File: config.mk
export PLATFORM = sky130hd
export DESIGN_NAME = fma_feeder
export DESIGN_NICKNAME = d
export VERILOG_FILES = /design/src/rtl/fma_feeder.sv
export SDC_FILE = /design/constraint.sdc
export NUM_CORES = 1
export LEC_CHECK = 0
export CELL_PAD_IN_SITES_DETAIL_PLACEMENT = 2
export CELL_PAD_IN_SITES_GLOBAL_PLACEMENT = 2
export CORE_MARGIN = 4
export CORE_UTILIZATION = 47
export DETAILED_ROUTE_END_ITERATION = 6
export DONT_BUFFER_PORTS = 1
export HOLD_SLACK_MARGIN = 0.1
export PLACE_DENSITY_LB_ADDON = 0.08
export SLEW_MARGIN = 25
export SYNTH_ARGS = -nofsm -noshare
export SYNTH_HDL_FRONTEND = slang
export SYNTH_HIERARCHICAL = 1
export SYNTH_SLANG_ARGS = --single-unit
File: constraint.sdc
create_clock -name clk -period 4.75 [get_ports clk]
set_input_delay 0.95 -clock clk [delete_from_list [all_inputs] [get_ports clk]]
set_output_delay 0.95 -clock clk [all_outputs]
set_load 0.005 [all_outputs]
File: src/rtl/fma_feeder.sv
// Operand feeder for the 3x3 FMA cluster. It holds matrices A and B and streams
// them into the cluster in three lockstep beats, then waits for the nine per-cell
// ready bits (or a timeout) and pulses done.

module fma_feeder_lane #(
  parameter int VEC_W = 32
) (
  input  logic             clk,
  input  logic             rst,
  input  logic             issue,
  input  logic [VEC_W-1:0] beat_data,
  output logic             req,
  output logic [VEC_W-1:0] data
);
  // The data register only loads on issue, so it holds the last beat while req is low.
  always_ff @(posedge clk or negedge rst) begin
    if (!rst) begin
      req  <= 1'b0;
      data <= '0;
    end else begin
      req <= issue;
      if (issue) data <= beat_data;
    end
  end
endmodule

module fma_feeder #(
  parameter int TIMEOUT_CYCLES = 64
) (
  input  logic        clk,
  input  logic        rst,
  input  logic        load_en,
  input  logic        load_sel,
  input  logic [3:0]  load_addr,
  input  logic [31:0] load_data,
  input  logic        start,
  output logic [2:0]  float_0_req_out,
  output logic [31:0] float_0_data_0_out,
  output logic [31:0] float_0_data_1_out,
  output logic [31:0] float_0_data_2_out,
  input  logic [2:0]  float_0_busy_in,
  output logic [2:0]  float_1_req_out,
  output logic [31:0] float_1_data_0_out,
  output logic [31:0] float_1_data_1_out,
  output logic [31:0] float_1_data_2_out,
  input  logic [2:0]  float_1_busy_in,
  input  logic [8:0]  ready_in,
  input  logic        error_in,
  output logic        busy_out,
  output logic        done_out,
  output logic        error_out
);
  localparam int NUM_LANES = 3;
  localparam int VEC_W     = 32;
  localparam logic [7:0] TMO = 8'(TIMEOUT_CYCLES);

  typedef enum logic [2:0] {IDLE, ISSUE, GAP, DRAIN, DONE} state_t;

  state_t     state, state_nx;
  logic [1:0] k, k_nx;
  logic [8:0] mask, mask_nx, mask_or;
  logic [7:0] tcnt, tcnt_nx;
  logic       err_nx;
  logic       issue;
  logic [3:0] k3;

  logic [8:0][VEC_W-1:0]           a_mem, b_mem;
  logic [NUM_LANES-1:0][VEC_W-1:0] a_beat, b_beat, a_q, b_q;
  logic [NUM_LANES-1:0]            a_req, b_req;

  always_ff @(posedge clk or negedge rst) begin
    if (!rst) begin
      a_mem <= '0;
      b_mem <= '0;
    end else if (state == IDLE && load_en && load_addr < 4'd9) begin
      if (load_sel) b_mem[load_addr] <= load_data;
      else          a_mem[load_addr] <= load_data;
    end
  end

  always_ff @(posedge clk or negedge rst) begin
    if (!rst) begin
      state     <= IDLE;
      k         <= '0;
      mask      <= '0;
      tcnt      <= '0;
      error_out <= 1'b0;
    end else begin
      state     <= state_nx;
      k         <= k_nx;
      mask      <= mask_nx;
      tcnt      <= tcnt_nx;
      error_out <= err_nx;
    end
  end

  always_comb begin
    state_nx = state;
    k_nx     = k;
    mask_nx  = mask;
    tcnt_nx  = tcnt;
    err_nx   = error_out;
    issue    = 1'b0;
    mask_or  = mask | ready_in;
    case (state)
      IDLE: if (start) begin
        k_nx     = '0;
        mask_nx  = '0;
        tcnt_nx  = '0;
        err_nx   = 1'b0;
        state_nx = ISSUE;
      end
      ISSUE: begin
        mask_nx = mask_or;
        if (~|{float_0_busy_in, float_1_busy_in}) begin
          issue    = 1'b1;
          state_nx = GAP;
        end
      end
      GAP: begin
        mask_nx = mask_or;
        if (k == 2'd2) state_nx = DRAIN;
        else begin
          k_nx     = k + 2'd1;
          state_nx = ISSUE;
        end
      end
      DRAIN: begin
        mask_nx = mask_or;
        // A completing mask beats the timeout when both land in the same cycle.
        if (mask_or == 9'h1FF) state_nx = DONE;
        else if (tcnt == TMO) begin
          err_nx   = 1'b1;
          state_nx = DONE;
        end else tcnt_nx = tcnt + 8'd1;
      end
      DONE: state_nx = IDLE;
      default: state_nx = IDLE;
    endcase
    if (state != IDLE && error_in) err_nx = 1'b1;
  end

  // A row i reads A[i*3+k]; B column j reads B[k*3+j].
  assign k3 = {2'b00, k} + {1'b0, k, 1'b0};

  generate
    for (genvar g = 0; g < NUM_LANES; g++) begin : g_lane
      logic [3:0] a_idx, b_idx;
      assign a_idx     = 4'(g * 3) + {2'b00, k};
      assign b_idx     = k3 + 4'(g);
      assign a_beat[g] = a_mem[a_idx];
      assign b_beat[g] = b_mem[b_idx];

      fma_feeder_lane #(.VEC_W(VEC_W)) u_a (
        .clk(clk), .rst(rst), .issue(issue), .beat_data(a_beat[g]),
        .req(a_req[g]), .data(a_q[g])
      );
      fma_feeder_lane #(.VEC_W(VEC_W)) u_b (
        .clk(clk), .rst(rst), .issue(issue), .beat_data(b_beat[g]),
        .req(b_req[g]), .data(b_q[g])
      );
    end
  endgenerate

  assign float_0_req_out    = a_req;
  assign float_0_data_0_out = a_q[0];
  assign float_0_data_1_out = a_q[1];
  assign float_0_data_2_out = a_q[2];
  assign float_1_req_out    = b_req;
  assign float_1_data_0_out = b_q[0];
  assign float_1_data_1_out = b_q[1];
  assign float_1_data_2_out = b_q[2];
  assign busy_out           = (state != IDLE);
  assign done_out           = (state == DONE);
endmodule

==> flow_metrics.py, run 1 <==
metrics = {
    "route": {
        "wirelength_um": 109100,
        "vias": 21786,
        "routed_via_density": 6.053,
        "drcViolationCount": 0,
        "dr.pass1.iters": 5,
        "ant_nets": 0,
        "drt_iter0_markers": 1037,
        "wl_per_cell_um": 30.31,
    },
    "clock_tree": {
        "h-tree-depth": 3,
        "cts_buffers": 91,
        "cts-root-buf": "clkbuf_16",
        "clock_sinks": 797,
        "cts_tree": "done",
        "clk_pin_slew_ps": 60,
        "postCtsSetupBuffers": 0,
        "clkLatencyLatePin_ps": 640,
        "cts_buffer_depth": 3,
    },
    "place": {
        "placed_area_um2": 39490,
        "gp_congestion": 0.7381,
        "portBuffers": 0,
        "dpl.hpwl_um": 63930,
    },
    "run_status": {
        "outcome": "finished clean",
    },
    "timing": {
        "tns_ps": 0,
        "finalSetupViolCount": 0,
        "period_share_pct": 70.34,
        "finalCriticalPeriod_ps": 3341,
        "maxSlewHeadroom_pct": 17.98,
        "finalHoldViolCount": 0,
        "finalClockSkew_ps": 20.69,
        "fmax_ghz": 0.2993,
        "slew_violations": 0,
        "whs_ps": 252.4,
        "grt_setup_unrepaired": "false",
        "worstMarginPinSlew_ps": 1230,
    },
    "worst_setup_path": {
        "max_stage_delay_ps": 720,
        "crit_fanout": 40,
        "crit_path_end_kind": "flip-flop",
        "worstPathRequired_ps": 5320,
        "crit_family": "buffers and inverters",
        "crit_arrival_ps": 3910,
        "reg2reg_slack_ps": 1410,
        "worstSetupPathType": "flip-flop to flip-flop",
        "startpoint_type": "flip-flop",
        "crit_buf_inv": 2,
        "worstPathCellList": "inv_1 > ha_4 > buf_4 > mux4_2 > o21ai_0 > mux2_4",
        "cp_slowest_cell": "ha_4",
    },
    "synthesis": {
        "synthCells": 2536,
        "netlist-cell-type-count": 49,
        "synth_top_area_share_pct": 51.31,
        "yosysTopAreaCell": "dfrtp_1",
        "avgSynthCellArea_um2": 15.33,
        "synth-seq-area-share_pct": 51.31,
        "synthTopCellsByArea": "dfrtp_1, mux2_2, mux4_2, mux2_4, mux2i_1",
        "synthesis.area_um2": 38870,
        "synth_ff_type": "dfrtp_1",
        "yosys_warnings": 6,
        "synthArstFlopShare_pct": 100.0,
        "syn_nets": 2600,
        "synth_edf_count": 0,
        "ys_seq_elements": 797,
    },
    "final_layout": {
        "area.growth.synth_to_final_pct": 9.891,
        "mostFrequentLayoutCells": "dfrtp_1, mux2_2, mux2_4",
        "fin_area_um2": 42720,
        "drive_above_1_share_pct": 47.43,
        "final_common_cell": "dfrtp_1",
        "finalNetCount": 2520,
    },
    "global_route": {
        "antenna_found_initial": 1,
        "grt.total_usage_pct": 25.03,
        "grt_pass1_wl_um": 165800,
        "grt_overflow": 0,
        "grt_max_degree": 798,
        "grt_pass1_vias": 25395,
    },
    "floorplan": {
        "row_count": 105,
        "die_y_um": 295.6,
        "initial_core_util_pct": 47.42,
        "core_area_um2": 81980,
        "num_io_pins": 258,
        "die_w_um": 295.6,
        "fp.dieArea_um2": 87370,
    },
    "flow_run": {
        "maxCapViolations": 0,
    },
    "power": {
        "vdd_drop_max_mv": 0.5660,
        "p_leak_nw": 19.49,
        "powerDensity_nw_per_um2": 515.0,
    },
    "worst_hold_path": {
        "min_path_type": "input pin to async pin",
    },
}
[state kept, by name, summed over array words and instances (netlist names)]
register	count
mask	9
g_lane.u_b/data	96
tcnt	8
state	3
a_mem	288
b_mem	288
error_out	1
k	2
g_lane.u_a/req	3
g_lane.u_b/req	3
g_lane.u_a/data	96
[routing by layer]
| metal | wire length (µm) | GRT usage (%) | up-vias | part of all wire (%) |
|---|---|---|---|---|
| met2 | 55440 | 43.93 | 408 | 51 |
| met1 | 46890 | 33.09 | 12048 | 43 |
| met5 | 0 | 0 | - | 0 |
| met3 | 4683 | 3.786 | 131 | 4.3 |
| li1 | - | - | 9199 | - |
| met4 | 2091 | 5.662 | 0 | 1.9 |
[cell families after synthesis]
group | count (synthesis) | share of synthesized area (%)
AO/OA/AOI/OAI | 132 | 1.915
XOR/XNOR | 1 | 0.02253
adder cells (fa/ha/maj) | 7 | 0.2253
buffers and inverters | 224 | 3.235
flip-flops | 797 | 51.31
multiplexers | 1154 | 40.50
AND/OR/NAND/NOR | 221 | 2.800
[synthesized netlist by cell type (all sizes together), types with 13 or more instances]
cell type,n
mux2,800
dfrtp,797
mux4,192
mux2i,162
nand2,116
buf,110
clkbuf,106
o21ai,72
o22ai,35
nor2b,33
nor2,26
a21oi,13
[metrics by stage]
step / worst slack, ps / utilization [%] / total power [W] / instances
3_5_place_dp: 1179 / 48.17 / 0.01478 / 3427
5_1_grt: 1260 / 52.10 / 0.02307 / 3596
6_report: 1409 / 52.11 / 0.02200 / 3599
4_1_cts: 1393 / 51.89 / 0.02211 / 3590
3_3_place_gp: 1249 / 48.16 / 0.01445 / 3427
2_1_floorplan: 516.2 / - / 0.01300 / 2536
[final timing paths]
path	from	cells after the start	to
setup / recovery	k[0]$_DFFE_PN0P_	6	g_lane[2].u_b/data[15]$_DFFE_PN0P_
hold / removal	rst	1	g_lane[1].u_b/data[6]$_DFFE_PN0P_
setup reg to reg	k[0]$_DFFE_PN0P_	6	g_lane[2].u_b/data[15]$_DFFE_PN0P_
hold reg to reg	a_mem[142]$_DFFE_PN0P_	1	a_mem[142]$_DFFE_PN0P_
max in group asynchronous	rst	2	g_lane[2].u_a/data[24]$_DFFE_PN0P_
min in group clk	load_data[6]	1	a_mem[38]$_DFFE_PN0P_
[power breakdown]
group	switching (W)	internal, W
Sequential	0.000846	0.00787
Clock	0.00289	0.00433
Combinational	0.00309	0.00297
Total	0.00683	0.0152
[final cells by class]
| class | count | area, µm² |
|---|---|---|
| Clock buffer | 133 | 2636 |
| Fill cell | 7345 | 39260 |
| Multi-Input combinational cell | 1515 | 17830 |
| Tap cell | 1070 | 1339 |
| Antenna cell | 3 | 7.507 |
| Clock inverter | 30 | 415.4 |
| Timing Repair Buffer | 43 | 509.2 |
| Sequential cell | 797 | 19950 |
| Inverter | 8 | 30.03 |
[what timing repair did]
action | CTS | global route
resized for setup | 0 | 0
hold endpoints to repair | 736 | 90
endpoints found under the setup margin | 0 | 0
No activity file was read; power rests on OpenSTA's default activity.
==> inputs of run 2 (changes only) <==
--- a/config.mk
+++ b/config.mk
@@ -8,7 +8,7 @@
 export CELL_PAD_IN_SITES_DETAIL_PLACEMENT = 2
 export CELL_PAD_IN_SITES_GLOBAL_PLACEMENT = 2
 export CORE_MARGIN = 4
-export CORE_UTILIZATION = 47
+export CORE_UTILIZATION = 43
 export DETAILED_ROUTE_END_ITERATION = 6
 export DONT_BUFFER_PORTS = 1
 export HOLD_SLACK_MARGIN = 0.1
==> constraint.sdc (replaced) <==
create_clock -name clk -period 2.87 [get_ports clk]
set_input_delay 0.574 -clock clk [delete_from_list [all_inputs] [get_ports clk]]
set_output_delay 0.574 -clock clk [all_outputs]
set_load 0.005 [all_outputs]
==> run 2 against run 1 <==
The flow now finishes with violations (hold timing). Critical path depth down 1. Sequential power up 65%. Core utilization down 2.9 points. Hold slack worse by 630 ps. Worst setup slack worse by 1200 ps. Global-route usage down 1.7 points. Clock skew about the same. Routed wire length up 1.4%. Register-to-register slack worse by 1200 ps. Clock power up 68%. Critical path type unchanged.
==> flow_metrics.py, run 2 (synthesis results as in run 1) <==
metrics = {
    "power": {
        "powerDensity_nw_per_um2": 842.0,
        "p_leak_nw": 20.16,
        "vdd_drop_max_mv": 0.5282,
    },
    "global_route": {
        "grt_busiest_layer": "met2",
        "grt.total_usage_pct": 23.34,
        "grt_pass1_vias": 25642,
        "grt_pass1_wl_um": 168400,
        "global_route.usage.met1_pct": 28.69,
        "antenna_found_initial": 5,
        "use_met2_pct": 43.08,
        "grtUsageMet3_pct": 3.793,
        "grt_overflow": 0,
        "grt_max_degree": 798,
    },
    "route": {
        "wirelength_um": 110600,
        "routed_via_density": 5.766,
        "vias": 21997,
        "drt_iter0_markers": 1170,
        "wl_per_cell_um": 28.99,
        "drcViolationCount": 0,
        "dr.pass1.iters": 6,
        "ant_nets": 0,
    },
    "clock_tree": {
        "postCtsSetupBuffers": 0,
        "cts_tree": "done",
        "cts_buffer_depth": 3,
        "cts.hold.buffers_added": 42,
        "cts-root-buf": "clkbuf_16",
        "cts_buffers": 93,
        "h-tree-depth": 3,
        "post_cts_resized": 0,
        "clock_sinks": 797,
        "clk_pin_slew_ps": 60,
        "clkLatencyLatePin_ps": 660,
    },
    "floorplan": {
        "die_w_um": 308.7,
        "row_count": 110,
        "fp.dieArea_um2": 95280,
        "initial_core_util_pct": 43.25,
        "num_io_pins": 258,
        "core_area_um2": 89870,
        "die_y_um": 308.7,
    },
    "timing": {
        "worstMarginPinSlew_ps": 974.0,
        "finalSetupViolCount": 0,
        "fmax_ghz": 0.3713,
        "maxSlewHeadroom_pct": 35.06,
        "finalCriticalPeriod_ps": 2693,
        "period_share_pct": 93.83,
        "slew_violations": 0,
        "grt_setup_unrepaired": "false",
        "tns_ps": 0,
        "finalHoldViolCount": 28,
        "whs_ps": -379.5,
        "finalClockSkew_ps": 20.23,
    },
    "run_status": {
        "violations": "hold timing",
        "outcome": "complete, but fails checks",
    },
    "final_layout": {
        "finalNetCount": 2625,
        "final_common_cell": "dfrtp_1",
        "area.growth.synth_to_final_pct": 13.75,
        "top_regs": "a_mem: 288 flops, b_mem: 288 flops",
        "mostFrequentLayoutCells": "dfrtp_1, mux2_2, mux2_4",
        "drive_above_1_share_pct": 48.12,
        "nFillCells": 8127,
    },
    "worst_setup_path": {
        "worstSetupPathType": "flip-flop to flip-flop",
        "crit_path_end_kind": "flip-flop",
        "ff2ff_path_depth": 5,
        "startpoint_type": "flip-flop",
        "r2r-end": "g_lane[1].u_a/data[7]$_DFFE_PN0P_",
        "reg2reg_from": "k[0]$_DFFE_PN0P_",
        "reg2reg_slack_ps": 180,
        "crit_fanout": 49,
        "crit_arrival_ps": 3230,
        "worstPathRequired_ps": 3410,
    },
    "place": {
        "gp_congestion": 0.7388,
        "dpl.hpwl_um": 68570,
        "portBuffers": 0,
    },
    "worst_hold_path": {
        "min_path_type": "input pin to async pin",
    },
    "flow_run": {
        "maxCapViolations": 0,
    },
}
==> run 2: cell count changes in the layout (fill, tap and decap cells not counted), moves of 3 or more <==
| cell | delta |
|---|---|
| bufinv_16 | -3 |
| clkbuf_1 | -4 |
| buf_12 | +35 |
| clkbuf_8 | +5 |
| dlygate4sd3_1 | +42 |
| buf_4 | +27 |
| clkbuf_16 | +4 |
| clkinv_2 | +4 |
==> run 2: how the worst max path moves through the flow <==
| stage | startpoint | to | slack [ps] |
|---|---|---|---|
| after floorplan | k[0]$_DFFE_PN0P_ | g_lane[1].u_a/data[29]$_DFFE_PN0P_ | 10 |
| after global placement | load_en | a_mem[201]$_DFFE_PN0P_ | 50 |
| after detailed placement | load_en | a_mem[200]$_DFFE_PN0P_ | 60 |
| after CTS | state[2]$_DFFE_PN0P_ | a_mem[203]$_DFFE_PN0P_ | 160 |
| after global routing | k[0]$_DFFE_PN0P_ | g_lane[2].u_b/data[13]$_DFFE_PN0P_ | 110 |
| final | k[0]$_DFFE_PN0P_ | g_lane[1].u_a/data[7]$_DFFE_PN0P_ | 180 |
==> run 2: layout make-up <==
| type | count | area (µm²) | area share [%] |
|---|---|---|---|
| Antenna cell | 4 | 10.01 | 0.02264 |
| Tap cell | 1176 | 1471 | 3.327 |
| Clock buffer | 138 | 2790 | 6.310 |
| Timing Repair Buffer | 146 | 1822 | 4.120 |
| Multi-Input combinational cell | 1515 | 17810 | 40.28 |
| Inverter | 8 | 30.03 | 0.06791 |
| Sequential cell | 797 | 19950 | 45.12 |
| Clock inverter | 31 | 334.1 | 0.7555 |
==> run 2: worst max-delay path, stage by stage, from the launching register on <==
cell and delay [ps]:
dfrtp_4 470, buf_12 330, buf_4 490, mux4_2 600, mux2_2 330, mux2_4 260
==> run 2: report_power, final <==
part           switching [W]  total (W)  internal (W)
Clock                0.00485     0.0121       0.00724
Sequential           0.00133     0.0144        0.0130
Combinational        0.00542     0.0108       0.00536
Total                 0.0116     0.0372        0.0256
==> run 2: metrics by stage <==
step | std cells | util, % | area, µm² | total power, W | worst slack [ps]
5_1_grt | 3814 | 49.20 | 44220 | 0.03917 | 108.7
3_5_place_dp | 3594 | 45.07 | 40510 | 0.02509 | 56.88
2_1_floorplan | 2536 | - | 38960 | 0.02166 | 12.26
3_3_place_gp | 3593 | 45.04 | 40480 | 0.02461 | 46.68
4_1_cts | 3805 | 49.02 | 44050 | 0.03761 | 164.7
6_report | 3815 | 49.20 | 44220 | 0.03723 | 177.0
==> run 2: per-layer routing <==
metal  vias to the layer above  routed length (µm)
li1                       9439                   -
met1                     12141               45090
met2                       292               59700
met3                       125                3801
met4                         0                2003
met5                         -                   0
==> inputs of run 3 (changes only) <==
--- a/config.mk
+++ b/config.mk
@@ -5,10 +5,11 @@
 export SDC_FILE = /design/constraint.sdc
 export NUM_CORES = 1
 export LEC_CHECK = 0
+export ABC_AREA = 1
 export CELL_PAD_IN_SITES_DETAIL_PLACEMENT = 2
 export CELL_PAD_IN_SITES_GLOBAL_PLACEMENT = 2
 export CORE_MARGIN = 4
-export CORE_UTILIZATION = 43
+export CORE_UTILIZATION = 35
 export DETAILED_ROUTE_END_ITERATION = 6
 export DONT_BUFFER_PORTS = 1
 export HOLD_SLACK_MARGIN = 0.1
==> run 3 against run 2 <==
The flow now finishes without violations. Die area grew 26%. Synthesized area grew 2.9%. Sequential share of layout area is essentially flat. Critical endpoint is now g_lane[2].u_b/data[12]$_DFFE_PN0P_. Cell count grew 72%. Via count grew 62%. First-iteration DRC count grew 130%. Fmax grew 1.5%. Critical path type unchanged. Largest cell class unchanged. Register-to-register slack gained 40 ps. Global-route usage grew 4.6 points. Worst setup slack gained 40 ps. Clock skew grew 11 ps. Clock-buffer cell count grew 12.
==> flow_metrics.py, run 3 <==
metrics = {
    "synthesis": {
        "synthesis.area_um2": 39980,
        "synth_top_area_share_pct": 49.88,
        "syn_nets": 5168,
        "synthTopCellsByArea": "dfrtp_1, nand2_1, o21ai_0, o21ai_1, buf_6",
        "post-synth-top-count-cell": "nand2_1",
        "ys_seq_elements": 797,
        "yosys_warnings": 6,
        "synth-seq-area-share_pct": 49.88,
        "synth_edf_count": 0,
        "synth_ff_type": "dfrtp_1",
        "synth_common_cells": "nand2_1, dfrtp_1, o21ai_0",
        "synthCells": 5104,
        "synthArstFlopShare_pct": 100.0,
        "yosysTopAreaCell": "dfrtp_1",
        "netlist-cell-type-count": 33,
        "avgSynthCellArea_um2": 7.834,
    },
    "worst_setup_path": {
        "worstSetupPathType": "flip-flop to flip-flop",
        "crit_top_cell": "nand2_1",
        "crit_path_end_kind": "flip-flop",
        "cp_slowest_cell": "dfrtp_4",
        "worstPathCellList": "inv_8 > ha_4 > inv_4 > buf_12 > nor2_2 > buf_12 > nand2_1 > o21ai_0 > inv_1 > nand2_1 > nand2_1 > nand2_1 > nand2_1 > nand2_1",
        "startpoint_type": "flip-flop",
        "max_stage_delay_ps": 580,
        "worstPathRequired_ps": 3440,
        "crit_fanout": 72,
        "crit_arrival_ps": 3220,
    },
    "final_layout": {
        "finalNonFillerCells": 6560,
        "area.growth.synth_to_final_pct": 10.57,
        "mostFrequentLayoutCells": "nand2_1, dfrtp_1, o21ai_0",
        "drive_above_1_share_pct": 9.982,
        "finalNetCount": 5045,
        "top_regs": "a_mem: 288 flops, b_mem: 288 flops",
        "final_common_cell": "nand2_1",
    },
    "timing": {
        "fmax_ghz": 0.3769,
        "slew_violations": 0,
        "finalSetupViolCount": 0,
        "worstMarginPinSlew_ps": 1184,
        "maxSlewHeadroom_pct": 21.04,
        "finalCriticalPeriod_ps": 2653,
        "tns_ps": 0,
        "finalHoldViolCount": 0,
        "finalClockSkew_ps": 31.23,
        "period_share_pct": 92.46,
        "grt_setup_unrepaired": "false",
    },
    "run_status": {
        "outcome": "finished clean",
    },
    "clock_tree": {
        "cts_buffer_depth": 3,
        "clk_pin_slew_ps": 60,
        "postCtsSetupBuffers": 0,
        "clkLatencyLatePin_ps": 700,
        "h-tree-depth": 3,
        "cts_buffers": 98,
        "cts_tree": "done",
        "clock_sinks": 797,
        "cts-root-buf": "clkbuf_16",
    },
    "floorplan": {
        "die_w_um": 346.0,
        "row_count": 123,
        "core_area_um2": 113000,
        "die_y_um": 346.0,
        "num_io_pins": 258,
        "fp.dieArea_um2": 119700,
        "initial_core_util_pct": 35.40,
    },
    "route": {
        "drcViolationCount": 0,
        "routed_via_density": 5.423,
        "wirelength_um": 169700,
        "vias": 35573,
        "drt_iter0_markers": 2650,
        "ant_nets": 0,
        "dr.pass1.iters": 5,
        "wl_per_cell_um": 25.88,
    },
    "place": {
        "gp_congestion": 0.8042,
        "placed_cells": 6366,
        "portBuffers": 0,
        "dpl.hpwl_um": 106200,
    },
    "power": {
        "vdd_drop_max_mv": 1.088,
        "powerDensity_nw_per_um2": 1007,
        "p_leak_nw": 21.72,
    },
    "global_route": {
        "grt_max_degree": 798,
        "antenna_found_initial": 9,
        "grt_pass1_vias": 36984,
        "grt_overflow": 0,
        "grt_pass1_wl_um": 254600,
        "grt.total_usage_pct": 27.89,
    },
    "worst_hold_path": {
        "min_path_type": "input pin to async pin",
    },
    "flow_run": {
        "maxCapViolations": 0,
    },
}
==> run 3: kinds of logic (layout without fill, tap and decap cells) <==
logic type / Yosys count / in the layout / synth area share [%]
xor gates and xnor gates: 1 / 1 / 0.02191
DFF: 797 / 797 / 49.88
adders and majority gates: 7 / 7 / 0.2190
AOI/OAI and AO/OA: 1230 / 1230 / 16.51
buffers and inverters: 649 / 604 / 9.147
other: 0 / 1 / 0
and+or+nand+nor: 2420 / 2420 / 24.22
==> run 3: final cells by class <==
type	instances	area, µm²
multi-input combinational	3658	16420
timing repair buffer	153	1569
clock inverter	28	307.8
fill	13046	68750
inverter	273	1080
sequential	797	19950
antenna	1	2.502
clock buffer	150	3002
tap	1500	1877
==> run 3: worst paths after layout <==
check	startpoint	endpoint	slack [ps]	cells after the start
max in group asynchronous	rst	b_mem[212]$_DFFE_PN0P_	870	4
max	k[0]$_DFFE_PN0P_	g_lane[2].u_b/data[12]$_DFFE_PN0P_	220	14
min	rst	a_mem[76]$_DFFE_PN0P_	30	2
max reg2reg	k[0]$_DFFE_PN0P_	g_lane[2].u_b/data[12]$_DFFE_PN0P_	220	14
min in group clk	ready_in[7]	mask[7]$_DFFE_PN0P_	150	4
min reg2reg	b_mem[217]$_DFFE_PN0P_	b_mem[217]$_DFFE_PN0P_	480	2
==> run 3: layer usage <==
metal	track usage, %	vias up	routed length [µm]
met5	0	-	12
met4	5.746	2	3633
met3	8.487	143	14070
met2	38.49	858	67770
met1	42.71	18407	84260
li1	-	16163	-
==> run 3: where the power goes <==
part           total, W  switching, W  internal [W]  leakage [nW]
clock network    0.0130       0.00526       0.00770          1.65
logic            0.0169        0.0119       0.00501          9.13
registers        0.0147       0.00163        0.0131          10.9
==> run 3: per-stage QoR <==
| step | setup slack (ps) | util [%] | cell area [µm²] | power (W) | hold slack, ps |
|---|---|---|---|---|---|
| after floorplan | 65.35 | - | 39980 | 0.02420 | 278.4 |
| final | 216.5 | 39.14 | 44210 | 0.04451 | 30.45 |
| after global routing | 53.20 | 39.14 | 44210 | 0.04746 | 131.0 |
| after global placement | 295.7 | 35.98 | 40640 | 0.03079 | 320.0 |
| after CTS | 244.4 | 38.97 | 44020 | 0.04445 | -421.5 |
| after detailed placement | 291.0 | 35.98 | 40640 | 0.03119 | 317.6 |
==> run 3: what timing repair did <==
| item | CTS | global route |
|---|---|---|
| hold endpoints to repair | 804 | 194 |
| setup endpoints to repair | 0 | 0 |
| gates resized for setup | 0 | 0 |
| hold buffers | 7 | 3 |
==> run 3: critical path: cells and delay by family (launching register included) <==
kind | cells | cell delay (ps)
AOI/OAI and AO/OA | 1 | 90
buffers and inverters | 5 | 870
DFF | 1 | 580
adders and majority gates | 1 | 230
and+or+nand+nor | 7 | 700
